### src/rtl/password_pkg.sv
// Shared key codes, FSM state type and digit-buffer helpers for password_entry.
package password_pkg;

    localparam logic [3:0] KEY_ENTER = 4'hA;
    localparam logic [3:0] KEY_BACK  = 4'hB;
    localparam logic [3:0] KEY_CLEAR = 4'hC;
    localparam logic [3:0] KEY_SHOW  = 4'hD;
    localparam logic [3:0] KEY_CHPW  = 4'hE;

    typedef enum logic [1:0] {
        ST_ENTRY,
        ST_UNLOCKED,
        ST_SETPW,
        ST_LOCKOUT
    } fsm_t;

    typedef logic [3:0][3:0] digit_buf_t;

    typedef struct packed {
        logic       valid;
        logic [3:0] code;
    } key_req_t;

    function automatic logic is_digit(input logic [3:0] c);
        return c <= 4'd9;
    endfunction

    // The first typed digit is the most significant nibble, so 1,2,3,4 reads as 16'h1234.
    function automatic logic [15:0] buf_to_code(input digit_buf_t b);
        return {b[0], b[1], b[2], b[3]};
    endfunction

endpackage

### src/rtl/password_entry_lockout_timer.sv
// Lockout duration counter: runs while start is held, done marks the final cycle.
module lockout_timer #(
    parameter int unsigned LOCK_CYCLES = 250_000_000
) (
    input  logic clk,
    input  logic rst_n,
    input  logic start,
    output logic done
);

    localparam logic [31:0] LAST = (LOCK_CYCLES == 0) ? 32'd0 : 32'(LOCK_CYCLES - 1);

    logic [31:0] cnt;

    // start is held high for the whole lockout; dropping it rearms the counter.
    always_ff @(posedge clk or negedge rst_n) begin
        if (!rst_n) begin
            cnt <= '0;
        end else if (!start) begin
            cnt <= '0;
        end else if (cnt != '1) begin
            cnt <= cnt + 32'd1;
        end
    end

    assign done = start && (cnt >= LAST);

endmodule

### src/rtl/password_entry.sv
// Four-digit keypad lock with lockout after repeated failures.
// Define PW_CHANGE_EN to allow changing the password from the unlocked state (key E).
module password_entry
    import password_pkg::*;
#(
    parameter int unsigned MAX_FAIL    = 3,
    parameter int unsigned LOCK_CYCLES = 250_000_000,
    parameter logic [15:0] DEFAULT_PW  = 16'h1234
) (
    input  logic       clk,
    input  logic       rst_n,
    input  logic       key_valid,
    input  logic [3:0] key_code,
    output logic [3:0] p0,
    output logic [3:0] p1,
    output logic [3:0] p2,
    output logic [3:0] p3,
    output logic [3:0] digit_valid,
    output logic       state,
    output logic       unlocked,
    output logic       alarm,
    output logic [3:0] fail_cnt
);

    localparam logic [3:0] FAIL_LIM = 4'(MAX_FAIL);

    fsm_t       fsm;
    digit_buf_t dbuf;
    logic [2:0] count;
    logic [15:0] pw;
    logic       lock_run;
    logic       lock_done;
    key_req_t   key;

    assign key      = '{valid: key_valid, code: key_code};
    assign lock_run = (fsm == ST_LOCKOUT);

`ifndef PW_CHANGE_EN
    assign pw = DEFAULT_PW;
`endif

    lockout_timer #(.LOCK_CYCLES(LOCK_CYCLES)) u_timer (
        .clk   (clk),
        .rst_n (rst_n),
        .start (lock_run),
        .done  (lock_done)
    );

    always_ff @(posedge clk or negedge rst_n) begin
        if (!rst_n) begin
            fsm         <= ST_ENTRY;
            dbuf        <= '0;
            count       <= '0;
            digit_valid <= '0;
            state       <= 1'b0;
            unlocked    <= 1'b0;
            alarm       <= 1'b0;
            fail_cnt    <= '0;
`ifdef PW_CHANGE_EN
            pw          <= DEFAULT_PW;
`endif
        end else begin
            case (fsm)
                ST_ENTRY, ST_SETPW: begin
                    if (key.valid) begin
                        if (is_digit(key.code)) begin
                            if (count != 3'd4) begin
                                dbuf[count[1:0]]        <= key.code;
                                digit_valid[count[1:0]] <= 1'b1;
                                count                   <= count + 3'd1;
                            end
                        end else begin
                            case (key.code)
                                KEY_BACK: begin
                                    if (count != 3'd0) begin
                                        count <= count - 3'd1;
                                        digit_valid[2'(count - 3'd1)] <= 1'b0;
                                    end
                                end
                                KEY_CLEAR: begin
                                    count       <= '0;
                                    dbuf        <= '0;
                                    digit_valid <= '0;
                                    if (fsm == ST_SETPW) fsm <= ST_UNLOCKED;
                                end
                                KEY_ENTER: begin
                                    if (count == 3'd4) begin
                                        count       <= '0;
                                        dbuf        <= '0;
                                        digit_valid <= '0;
                                        if (fsm == ST_ENTRY) begin
                                            if (buf_to_code(dbuf) == pw) begin
                                                fsm      <= ST_UNLOCKED;
                                                unlocked <= 1'b1;
                                                fail_cnt <= '0;
                                            end else begin
                                                fail_cnt <= fail_cnt + 4'd1;
                                                if (fail_cnt + 4'd1 == FAIL_LIM) begin
                                                    fsm   <= ST_LOCKOUT;
                                                    alarm <= 1'b1;
                                                end
                                            end
                                        end else begin
`ifdef PW_CHANGE_EN
                                            pw  <= buf_to_code(dbuf);
`endif
                                            fsm <= ST_UNLOCKED;
                                        end
                                    end
                                end
                                KEY_SHOW: state <= ~state;
                                default: ;
                            endcase
                        end
                    end
                end
                ST_UNLOCKED: begin
                    if (key.valid) begin
                        case (key.code)
                            KEY_CLEAR: begin
                                fsm         <= ST_ENTRY;
                                unlocked    <= 1'b0;
                                count       <= '0;
                                dbuf        <= '0;
                                digit_valid <= '0;
                            end
                            KEY_SHOW: state <= ~state;
`ifdef PW_CHANGE_EN
                            KEY_CHPW: begin
                                fsm         <= ST_SETPW;
                                count       <= '0;
                                dbuf        <= '0;
                                digit_valid <= '0;
                            end
`endif
                            default: ;
                        endcase
                    end
                end
                ST_LOCKOUT: begin
                    // Keys are dropped here, including one arriving on the exit cycle.
                    if (lock_done) begin
                        fsm      <= ST_ENTRY;
                        alarm    <= 1'b0;
                        fail_cnt <= '0;
                    end
                end
                default: fsm <= ST_ENTRY;
            endcase
        end
    end

    assign p0 = dbuf[0];
    assign p1 = dbuf[1];
    assign p2 = dbuf[2];
    assign p3 = dbuf[3];

endmodule

### config.mk
export PLATFORM = sky130hd
export DESIGN_NAME = password_entry
export DESIGN_NICKNAME = d
export VERILOG_FILES = /design/src/rtl/password_pkg.sv /design/src/rtl/password_entry_lockout_timer.sv /design/src/rtl/password_entry.sv
export SDC_FILE = /design/constraint.sdc
export NUM_CORES = 1
export LEC_CHECK = 0
export CAP_MARGIN = 20
export CORE_UTILIZATION = 58
export CTS_CLUSTER_SIZE = 40
export DETAILED_ROUTE_END_ITERATION = 12
export MAX_ROUTING_LAYER = met4
export PLACE_DENSITY = 0.87
export SLEW_MARGIN = 30
export SYNTH_ARGS = -nofsm -noshare
export SYNTH_HDL_FRONTEND = slang
export SYNTH_SLANG_ARGS = --single-unit
### constraint.sdc
create_clock -name clk -period 2.57 [get_ports clk]
set_input_delay 0.514 -clock clk [delete_from_list [all_inputs] [get_ports clk]]
set_output_delay 0.514 -clock clk [all_outputs]
set_load 0.005 [all_outputs]
# Word level (Yosys, flattened, before mapping)
# Index checks and enable logic that the tools add are counted.
# totals
regBits	64
out_inout_bits	27
word_cells	152
# op_classes
addsub	4
magnitude_cmp	6
n_eq_ne	33
n_mux	78
bitwise_logic	4
n_reduce_logical	15
# op_table
op	n
$mux W16	6
$mux W32	2
$pmux W16 S2	2
$mux W4	15
$add A32 B1 Y32 const B	1
$ge A32 B28 Y1 const B	1
$ne A32 B32 Y1 const B	1
$reduce_and A9 Y1	3
$mux W1	22
$ne A2 B2 Y1 const B	11
$mux W3	7
$mux W2	10
$bwmux W16	1
$eq A16 B13 Y1 const B	1
$eq A4 B4 Y1 const B	4
$pmux W4 S2	2
$reduce_and A7 Y1	2
$ne A3 B3 Y1 const B	4
$pmux W4 S3	1
$pmux W3 S3	1
$demux W4 S2	1
$ne A4 B4 Y1 const B	2
$reduce_and A8 Y1	1
$lt A2 B3 Y1 const B	2
other kinds (29)	37

# Longest topological paths before layout
# Gate-level depths: netlist of run 1.
# logic_depth
word_depth	12
mapped_depth	10
depth_no_buf	8

# Cells and area by module
# From an unflattened synthesis of run 1, not the netlist that was laid out.
# unflattened
cells_unflattened	379
area_unflattened_um2	3751.1
# by_module_without_submodules
module	instances	cells_each	area_per_inst_um2	seq_area_each_um2
password_entry	1	179	1945.6	800.8
lockout_timer	1	200	1805.5	800.8

# Least setup slack after synthesis of run 1
# No wires, ideal clock.
# synth_path
path_kind	register -> register
start	reg count[0]
end	reg fail_cnt[2]
setup_ns	0.074
arrival_time_ns	2.154
path_slack_ns	0.342
stages_incl_launch_ff	11
period_less_slack_ns	2.228
cell_sequence	dfrtp_1 > inv_1 > ha_1 > ha_1 > o2111ai_1 > or4_1 > buf_2 > or2_1 > buf_6 > a2bb2oi_1 > o21ai_2
# synth_via
elab_chain_cells	3
# synth_rtl
element	line_no	rtl
from (decl)	password_entry.sv:29	logic [2:0] count;
from (signal assigned)	password_entry.sv:70	count <= count + 3'd1;
from (signal assigned)	password_entry.sv:76	count <= count - 3'd1;
$eq A3 B3 Y1	password_entry.sv:87	if (count == 3'd4) begin
$ne A2 B2 Y1 (no line)	-	
$reduce_and A7 Y1 (no line)	-	
to (signal assigned)	password_entry.sv:97	fail_cnt <= fail_cnt + 4'd1;
to (decl)	password_entry.sv:22	output logic [3:0] fail_cnt
# No other way between the ends.
# A chain may end at the register's enable or synchronous reset.

# Worst setup path in the final report of run 1
# layout_path
start	reg count[0]
end	reg digit_valid[3]
# layout_via
elab_chain_cells	12
word_cells_on_any_way	27
classes_between	add/sub: 1; order compare: 4; eq/ne: 5; mux: 10; bitwise: 3; reduce/logical: 4
# layout_rtl
element	line_no	rtl
$sub A3 B1 Y3	password_entry.sv:77	digit_valid[2'(count - 3'd1)] <= 1'b0;
$lt A2 B3 Y1 (implied by the code) or $ge A2 B1 Y1 (tied branches)	password_entry.sv:77	
$logic_and A1 B1 Y1 (implied by the code)	password_entry.sv:77	
$mux W1 (implied by the code)	password_entry.sv:77	
$demux W1 S2	password_entry.sv:77	
$not A4 Y4 (no line)	-	
$and A4 B4 Y4 (no line)	-	
$mux W4	password_entry.sv:75	if (count != 3'd0) begin
$pmux W4 S3	password_entry.sv:73	case (key.code)
$mux W4	password_entry.sv:66	if (is_digit(key.code)) begin
$mux W4	password_entry.sv:65	if (key.valid) begin
$pmux W4 S2	password_entry.sv:63	case (fsm)
to (signal, indexed assignment)	password_entry.sv:69	digit_valid[count[1:0]] <= 1'b1;
to (signal, indexed assignment)	password_entry.sv:77	
to (signal assigned)	password_entry.sv:83	digit_valid <= '0;
to (decl)	password_entry.sv:18	output logic [3:0] digit_valid,
# Several ways; a longest one is shown, not always the timed one. The select of a mux whose other input is x is not followed.

==> reports/results.tsv, run 1 <==
metric	value	unit
place.gp.congestion	0.906	
seq_area	1600	µm²
start_util	0.598	
die_x	82.7	µm
rr_startpoint	count[0]	
crit_path_max_fanout	5	
track_usage	0.292	
synthCells	376	
dieHeight	82.7	µm
setup_violations	0	
power_density	803	nW/µm²
required	2.81	ns
clk_pin_slew_worst_paths	0.08	ns
internal_power	0.00246	W
fp-row-count	29	
vias_per_cell	6.39	
nFillCells	471	
synth_flop_cell	dfrtp_1	
yosys_warnings	0	
htreeDepth	3	
leakage	1.74	nW
postCtsSetupBuffers	0	
slew_viol_final	0	
ant_nets	0	
max-slew-margin-rel	0.571	
max-vdd-ir-drop	596	µV
hold_path_class	in2async	
path_class	reg2reg	
worstMarginPinSlew	0.639	ns
crit_path_start_kind	flop	
cts_tree	built	
grt_pass1_wl	14500	µm
first_pass_iters	4	
final_cell_mix	dfrtp_1, nor2_1, clkdlybuf4s50_1	
cpMaxStageDelayCell	dfrtp_1	
insertion_delay	0.35	ns
antenna_found_initial	0	
grt_pass1_vias	3074	
r2r_cells	9	
yosysSeqAreaShare	0.424	
fin_crit	2.42	ns
hold-worst-slack	0.143	ns
yosysTopAreaCell	dfrtp_1	
fin_skew	0.0161	ns
totalWireLength	8760	µm
dpl.hpwl	6100	µm
cts-root-buf	clkbuf_8	
ys_async_sr_fraction	1.00	
placed_area	4230	µm²
post-route-period-util	0.943	
synth.top_cell.area_share	0.424	
synth_edf_count	0	
drive_gt1_frac	0.140	
syn_area	3780	µm²
coreArea	6310	µm²
die_area	6840	µm²
end_kind	flop	
portBuffers	33	
grt_max_degree	44	
drc	0	
fmax	0.413	GHz
io_pins	34	
grt_setup_unrepaired	no	
outcome	finished clean	
hold_viol	0	
layout_commonest_cell	dfrtp_1	
cts_buffers	9	
synth_area_leaders	dfrtp_1, xnor2_1, a22o_1, nor2_1, ha_1	
drt_iter0_drc	188	
antenna_cells	0	
cap_violations	0	
clock-sinks	64	
worst_r2r_endpoint	digit_valid[3]	
grt_overflow	0	
worst_path_largest_cell_delay	0.43	ns
nets	432	
syn_nets	392	
combPwrFrac	0.312	
ys_ff_latch	64	
reg2reg_slack	0.15	ns
critical_path.cell_chain	inv_1 -> ha_1 -> ha_1 -> a21o_1 -> a22o_1 -> a2111oi_4 -> o21ai_1 -> buf_4 -> o22a_1	
pwr-share-seq	0.397	
clock_power_share	0.291	
routed-via-count	3184	
swShare	0.312	
syn_area_per_cell	10.0	µm²
clockBufferDepth	2	
arrival	2.66	ns
cts_resized	0	
area_growth	18.2	%
cp_common_cell	ha_1	
cts-hold-fix-buffers	0	
synthDistinctLibCells	72	
multi_input_area	2030	µm²
switchingPower	0.00112	W
wl_per_cell	17.6	µm
fin_area	4460	µm²
-- kinds of logic after synthesis --
logic type	after synthesis	share of synthesized area
compound gates	92	0.200
xor+xnor	27	0.0626
fa+ha+maj	10	0.0325
buf+inv	31	0.0397
flops	64	0.424
mux	2	0.00563
simple gates	150	0.236
-- worst max-delay path, delay by kind of cell (launching register included) --
| kind | cells | cell delay, ns |
|---|---|---|
| adders and majority gates | 2 | 0.48 |
| DFF | 1 | 0.43 |
| AOI/OAI and AO/OA | 5 | 1.15 |
| buffers and inverters | 2 | 0.26 |
-- power by group through the flow --
stage	Combinational (W)	Clock [W]	Sequential [W]
2_1_floorplan	0.000629	0	0.00136
3_3_place_gp	0.00107	0	0.00142
3_5_place_dp	0.00111	0	0.00142
4_1_cts	0.00112	0.00105	0.00142
5_1_grt	0.00121	0.00110	0.00144
6_report	0.00112	0.00104	0.00142
-- per-stage QoR --
step	setup TNS (ns)	total power (W)	setup slack (ns)	instances	utilization
after floorplan	0	0.00199	0.342	376	-
after detailed placement	-1.83	0.00253	-0.113	482	0.669
after global routing	0	0.00375	0.0284	498	0.707
after CTS	0	0.00359	0.152	498	0.707
final	0	0.00358	0.148	498	0.707
after global placement	-1.15	0.00249	-0.0888	482	0.669
-- sequential cells by signal, summed over array words and instances (netlist names), 2 cells and up --
register / cells
u_timer.cnt: 32
fail_cnt: 4
digit_valid: 4
fsm: 2
p2: 4
p1: 4
p0: 4
p3: 4
count: 3
-- how the worst max path moves through the flow --
stage           startpoint             end  slack (ns)  depth (start not counted)
2_1_floorplan     count[0]     fail_cnt[2]        0.34                         10
3_3_place_gp   key_code[1]           p1[2]       -0.09                          6
3_5_place_dp   key_code[1]           p0[3]       -0.11                          6
4_1_cts           count[0]  digit_valid[3]        0.15                          9
5_1_grt           count[0]  digit_valid[3]        0.03                          9
6_report          count[0]  digit_valid[3]        0.15                          9
-- final cells by class --
class / instances / area share
inverter: 10 / 0.00841
clock buffer: 11 / 0.0294
multi-input combinational: 281 / 0.454
clock inverter: 5 / 0.0235
sequential: 64 / 0.359
tap: 77 / 0.0216
timing repair buffer: 50 / 0.104
-- metal layers --
layer,part of all wire,track usage
met1,0.45,0.372
met2,0.49,0.454
met3,0.054,0.0516
met4,0.014,0.129
met5,0,-
-- synth_stat cells (3+ instances only) --
| cell type | count |
|---|---|
| nand4_1 | 7 |
| clkbuf_1 | 8 |
| a21oi_1 | 14 |
| inv_1 | 10 |
| and2_1 | 4 |
| o21ai_0 | 7 |
| a22o_1 | 17 |
| and4_1 | 4 |
| nor2_1 | 38 |
| o21ai_1 | 5 |
| dfrtp_1 | 64 |
| and2_2 | 4 |
| buf_6 | 3 |
| xor2_1 | 9 |
| o22ai_1 | 4 |
| nand2_1 | 28 |
| or3_1 | 7 |
| o22a_1 | 5 |
| nor4_1 | 6 |
| nor4b_1 | 3 |
| xnor2_1 | 18 |
| a311oi_1 | 6 |
| nor3_1 | 10 |
| buf_2 | 9 |
| ha_1 | 9 |
| a211oi_1 | 3 |
| a31oi_1 | 3 |
| nand3_1 | 14 |
No activity file was read; power rests on OpenSTA's default activity.
==> run 2: changes to the inputs <==
ABC_AREA = 1   (was unset)
CORE_UTILIZATION = 59   (was 58)
PLACE_DENSITY = 0.88   (was 0.87)
==> run 2 against run 1 <==
Routed wire length is 23% higher. Area after synthesis up 7.9%. Maximum frequency up 8.8%. Combinational power up 13%. Critical path depth is 1 higher. Flip-flop and latch count unchanged. Clock power decreased by 22%. Final cell count increased by 42%. Hold slack better by 0.012 ns. Worst setup slack improved by 0.20 ns. Register-to-register slack better by 0.20 ns. Count of clock-buffer cells in the layout down 1. Critical path type unchanged. Critical endpoint is now p3[2].
==> reports/results.tsv, run 2 <==
metric	value	unit
ant_nets	0	
swShare	0.381	
yosysSeqAreaShare	0.393	
max-slew-margin-rel	0.608	
yosysMostFrequentCell	nand2_1	
cts_buffers	9	
drive_gt1_frac	0.101	
fin_crit	2.23	ns
io_pins	34	
path_class	reg2reg	
dp.cells	692	
postCtsSetupBuffers	0	
dpl.hpwl	8080	µm
required	2.80	ns
layout_commonest_cell	nand2_1	
synthAdderAreaFrac	0.0276	
synthDistinctLibCells	38	
die_area	7240	µm²
antenna_found_initial	0	
fin_skew	0.00812	ns
synthTopCellsByCount	nand2_1, nand3_1, nor2_1, inv_1, dfrtp_1	
cts_tree	built	
synth_compound_area_frac	0.0826	
nets	642	
hold_path_class	in2async	
drt_iter0_drc	226	
largest_register_ffs	32	
clock_power_share	0.235	
ys_ff_latch	64	
ys_async_sr_fraction	1.00	
post-route-period-util	0.866	
fp-row-count	29	
syn_area	4070	µm²
insertion_delay	0.35	ns
max-vdd-ir-drop	591	µV
grt_max_degree	42	
drc	0	
outcome	finished clean	
synth-xor-area-share	0.0129	
synth_edf_count	0	
arrival	2.46	ns
yosys_warnings	0	
clk_pin_slew_worst_paths	0.08	ns
final_cell_mix	nand2_1, nand3_1, nor2_1	
combPwrFrac	0.367	
synthMuxAreaShare	0	
switchingPower	0.00131	W
area_growth	16.1	%
fmax	0.449	GHz
vias_per_cell	5.83	
worstMarginPinSlew	0.588	ns
regMostFlops	u_timer.cnt	
synthSimpleGateAreaFrac	0.397	
grt_pass1_wl	18400	µm
worst_path_largest_cell_delay	0.42	ns
end_kind	flop	
cpMaxStageDelayCell	a21oi_4	
grt_setup_unrepaired	no	
synth_top_family_by_area	simple AND/OR/NAND/NOR gates	
antenna_cells	0	
start_util	0.627	
power_density	729	nW/µm²
clockBufferDepth	2	
critical_path.cell_chain	inv_1 -> ha_1 -> ha_1 -> nor2_1 -> nand2_1 -> nand4_4 -> a21oi_4 -> o21ai_1 -> nand2_1 -> o21ai_1	
dieHeight	85.1	µm
rr_startpoint	count[0]	
portBuffers	33	
cts-root-buf	clkbuf_8	
routed-via-count	4127	
setup_tns	0	ns
crit_path_max_fanout	20	
syn_nets	596	
syn_area_per_cell	7.02	µm²
die_x	85.1	µm
clock-sinks	64	
cap_violations	0	
synthCells	580	
place.gp.congestion	0.952	
grt_pass1_vias	4028	
htreeDepth	3	
grt_overflow	0	
internal_power	0.00213	W
startpoint	count[0]	
fin_cells	708	
synth_flop_cell	dfrtp_1	
first_pass_iters	5	
crit_path_start_kind	flop	
setup_violations	0	
synth.top_cell.area_share	0.393	
yosysTopAreaCell	dfrtp_1	
coreArea	6490	µm²
leakage	2.29	nW
cp_top_family	compound AO/OA/AOI/OAI gates	
track_usage	0.337	
slew_viol_final	0	
totalWireLength	10800	µm
synth_area_leaders	dfrtp_1, nand2_1, nand3_1, nor2_1, inv_1	
wl_per_cell	15.3	µm
hold_viol	0	
pwr-share-seq	0.398	
path_buf_inv	1	
-- run 2: area by class of cell --
class | count | area [µm²]
multi-input combinational | 430 | 2130
tap | 77 | 96.3
clock inverter | 6 | 43.8
fill | 548 | 1760
inverter | 73 | 274
sequential | 64 | 1600
timing repair buffer | 48 | 450
clock buffer | 10 | 138
-- run 2: per-layer routing --
| layer | GRT usage | wire length [µm] |
|---|---|---|
| met2 | 0.565 | 5520 |
| met5 | - | 0 |
| met4 | 0.188 | 412 |
| met3 | 0.0613 | 621 |
| met1 | 0.382 | 4260 |
-- run 2: stage by stage --
stage	power (W)	instance area [µm²]	setup slack (ns)	hold WS (ns)	utilization
after floorplan	0.00208	4070	0.746	0.218	-
after global placement	0.00257	4540	-0.0271	0.465	0.699
after detailed placement	0.00262	4540	-0.119	0.462	0.699
after CTS	0.00344	4720	0.124	0.170	0.727
after global routing	0.00365	4730	0.185	0.194	0.728
final	0.00345	4730	0.344	0.155	0.728
-- run 2: kinds of logic (layout without fill, tap and decap cells) --
logic type | count (synthesis) | in the layout
and+or+nand+nor | 359 | 359
buffers and inverters | 86 | 137
DFF | 64 | 64
AOI/OAI and AO/OA | 56 | 56
adders and majority gates | 9 | 9
xor gates and xnor gates | 6 | 6
-- run 2: final timing paths --
path,cells after the start,slack (ns),to
max,10,0.34,p3[2]
min reg2reg,2,0.48,alarm
max in group asynchronous,2,1.80,unlocked
min in group clk,2,0.48,alarm
min,1,0.16,u_timer.cnt[8]
max reg2reg,10,0.34,p3[2]
-- run 2: worst reg2reg max path, cell delays in order, from the launching register on --
cell and delay, ns:
dfrtp_1 0.40, inv_1 0.13, ha_1 0.20, ha_1 0.21
nor2_1 0.08, nand2_1 0.13, nand4_4 0.12, a21oi_4 0.42
o21ai_1 0.24, nand2_1 0.11, o21ai_1 0.06
-- run 2: repair_timing --
action / CTS / global route
hold buffers: 0 / 0
gates resized for setup: 0 / 1
setup endpoints to repair: 0 / 4
-- run 2: power by group through the flow --
stage	logic, W	clock network [W]	registers, W
2_1_floorplan	0.000721	0	0.00135
3_3_place_gp	0.00119	0	0.00138
3_5_place_dp	0.00123	0	0.00139
4_1_cts	0.00125	0.000816	0.00137
5_1_grt	0.00140	0.000859	0.00139
6_report	0.00127	0.000809	0.00137
==> run 3: changes to the inputs <==
CORE_MARGIN = 5   (was unset)
clock period = 2.4 ns   (was 2.57 ns; I/O delays follow)
==> run 3 against run 2 <==
Hold slack got worse by 0.036 ns. Clock power increased by 20%. Register-to-register slack lost 0.19 ns. Final area rose by 0.16%. Global-route usage shrank 5.3 points. Utilization shrank 2.7 points. Via count down 2.0%. Routed wire length increased by 2.6%.
==> reports/results.tsv, run 3 (synthesis results as in run 2) <==
metric	value	unit
grt_setup_unrepaired	no	
regMostFlops	u_timer.cnt	
startpoint	count[0]	
layout_commonest_cell	nand2_1	
required	2.65	ns
fp-row-count	30	
portBuffers	33	
hold_viol	0	
worst_r2r_endpoint	p0[3]	
cts_buffers	9	
reg2reg_slack	0.15	ns
max-vdd-ir-drop	592	µV
totalWireLength	11100	µm
multi_input_area	2120	µm²
grt_use_met3	0.0362	
max-slew-margin-rel	0.614	
clockBufferDepth	2	
crit_path_start_kind	flop	
leakage	2.29	nW
cap_violations	0	
area_growth	16.3	%
outcome	finished clean	
antenna_cells	0	
insertion_delay	0.35	ns
cts_tree	built	
postCtsSetupBuffers	0	
dieHeight	93.1	µm
clock-sinks	64	
cts-root-buf	clkbuf_8	
antenna_found_initial	0	
r2r_cells	11	
setup_tns	0	ns
crit_path_max_fanout	17	
power_density	802	nW/µm²
die_area	8670	µm²
ant_nets	0	
coreArea	6760	µm²
cts-hold-fix-buffers	0	
final_cell_mix	nand2_1, nand3_1, nor2_1	
clk_pin_slew_worst_paths	0.08	ns
place.gp.congestion	0.969	
post-route-period-util	0.936	
drt_iter0_drc	270	
endpoint	p0[3]	
nFillCells	555	
fmax	0.445	GHz
worstMarginPinSlew	0.579	ns
rr_startpoint	count[0]	
slew_viol_final	0	
htreeDepth	3	
clock_power_share	0.254	
drive_gt1_frac	0.0971	
internal_power	0.00237	W
drc	0	
first_pass_iters	5	
end_kind	flop	
pwr-share-seq	0.382	
swShare	0.376	
grt_pass1_wl	19100	µm
grt_pass1_vias	4083	
grt_overflow	0	
grt_max_degree	42	
grtUsageMet2	0.477	
dpl.hpwl	8440	µm
wl_per_cell	15.7	µm
groute.layer.met1.usage	0.333	
hold_path_class	in2async	
worst_path_largest_cell_delay	0.40	ns
seq_area	1600	µm²
cpMaxStageDelayCell	dfrtp_1	
start_util	0.603	
vias_per_cell	5.71	
top_usage_layer	met2	
arrival	2.49	ns
nets	639	
critical_path.cell_chain	inv_1 -> ha_1 -> ha_1 -> nor2_1 -> nand2_1 -> nand4_4 -> a21oi_2 -> buf_12 -> o21ai_2 -> nand2_1 -> nand2_1	
track_usage	0.284	
cp_common_cell	nand2_1	
cts_resized	0	
hold-worst-slack	0.119	ns
io_pins	34	
combPwrFrac	0.363	
largest_register_ffs	32	
path_class	reg2reg	
routed-via-count	4043	
switchingPower	0.00143	W
setup_violations	0	
die_x	93.1	µm
fin_crit	2.25	ns
fin_skew	0.00947	ns
## run 3: changes by cell type in the layout (fill, tap and decap cells not counted), sizes merged
cell	change
inv	+1
clkbuf	-1
buf	-3
clkinvlp	-1
bufinv	+1
## run 3: worst min-delay path by stage
stage / slack (ns) / depth (start not counted) / startpoint / to
final: 0.12 / 1 / rst_n / u_timer.cnt[8]
after CTS: 0.12 / 1 / rst_n / u_timer.cnt[8]
after floorplan: 0.18 / 0 / rst_n / alarm
after global placement: 0.46 / 2 / alarm / alarm
after global routing: 0.16 / 1 / rst_n / u_timer.cnt[5]
after detailed placement: 0.46 / 2 / alarm / alarm
## run 3: worst max-delay path: cells and delay by family, from the launching register on
family | cells | cell delay [ns]
AO/OA/AOI/OAI | 2 | 0.35
flip-flops | 1 | 0.40
adder cells (fa/ha/maj) | 2 | 0.59
AND/OR/NAND/NOR | 5 | 0.49
buffers and inverters | 2 | 0.31
## run 3: metrics by stage
step	setup WS, ns	area, µm²	utilization	power [W]	cells
detailed placement	0.0445	4540	0.671	0.00282	692
finish	0.153	4740	0.701	0.00380	708
CTS	0.170	4740	0.701	0.00380	708
floorplan	0.576	4070	-	0.00222	580
global placement	0.137	4540	0.671	0.00275	692
global route	0.00819	4740	0.701	0.00405	708
## run 3: metal layers
metal / part of all wire / wire length (µm)
met4: 0.042 / 466
met1: 0.40 / 4470
met3: 0.051 / 568
met2: 0.50 / 5580
met5: 0 / 0
## run 3: area by class of cell
cell class,instances,area share
clock inverters,7,0.0166
flip-flops and latches,64,0.338
well taps,80,0.0211
clock buffers,9,0.0261
inverters,73,0.0578
repair buffers,45,0.0929
multi-input cells,430,0.447
## run 3: power by group through the flow
stage	clock (W)	sequential, W	combinational, W
2_1_floorplan	0	0.00145	0.000772
3_3_place_gp	0	0.00146	0.00128
3_5_place_dp	0	0.00147	0.00135
4_1_cts	0.000977	0.00145	0.00137
5_1_grt	0.00102	0.00149	0.00153
6_report	0.000967	0.00145	0.00138
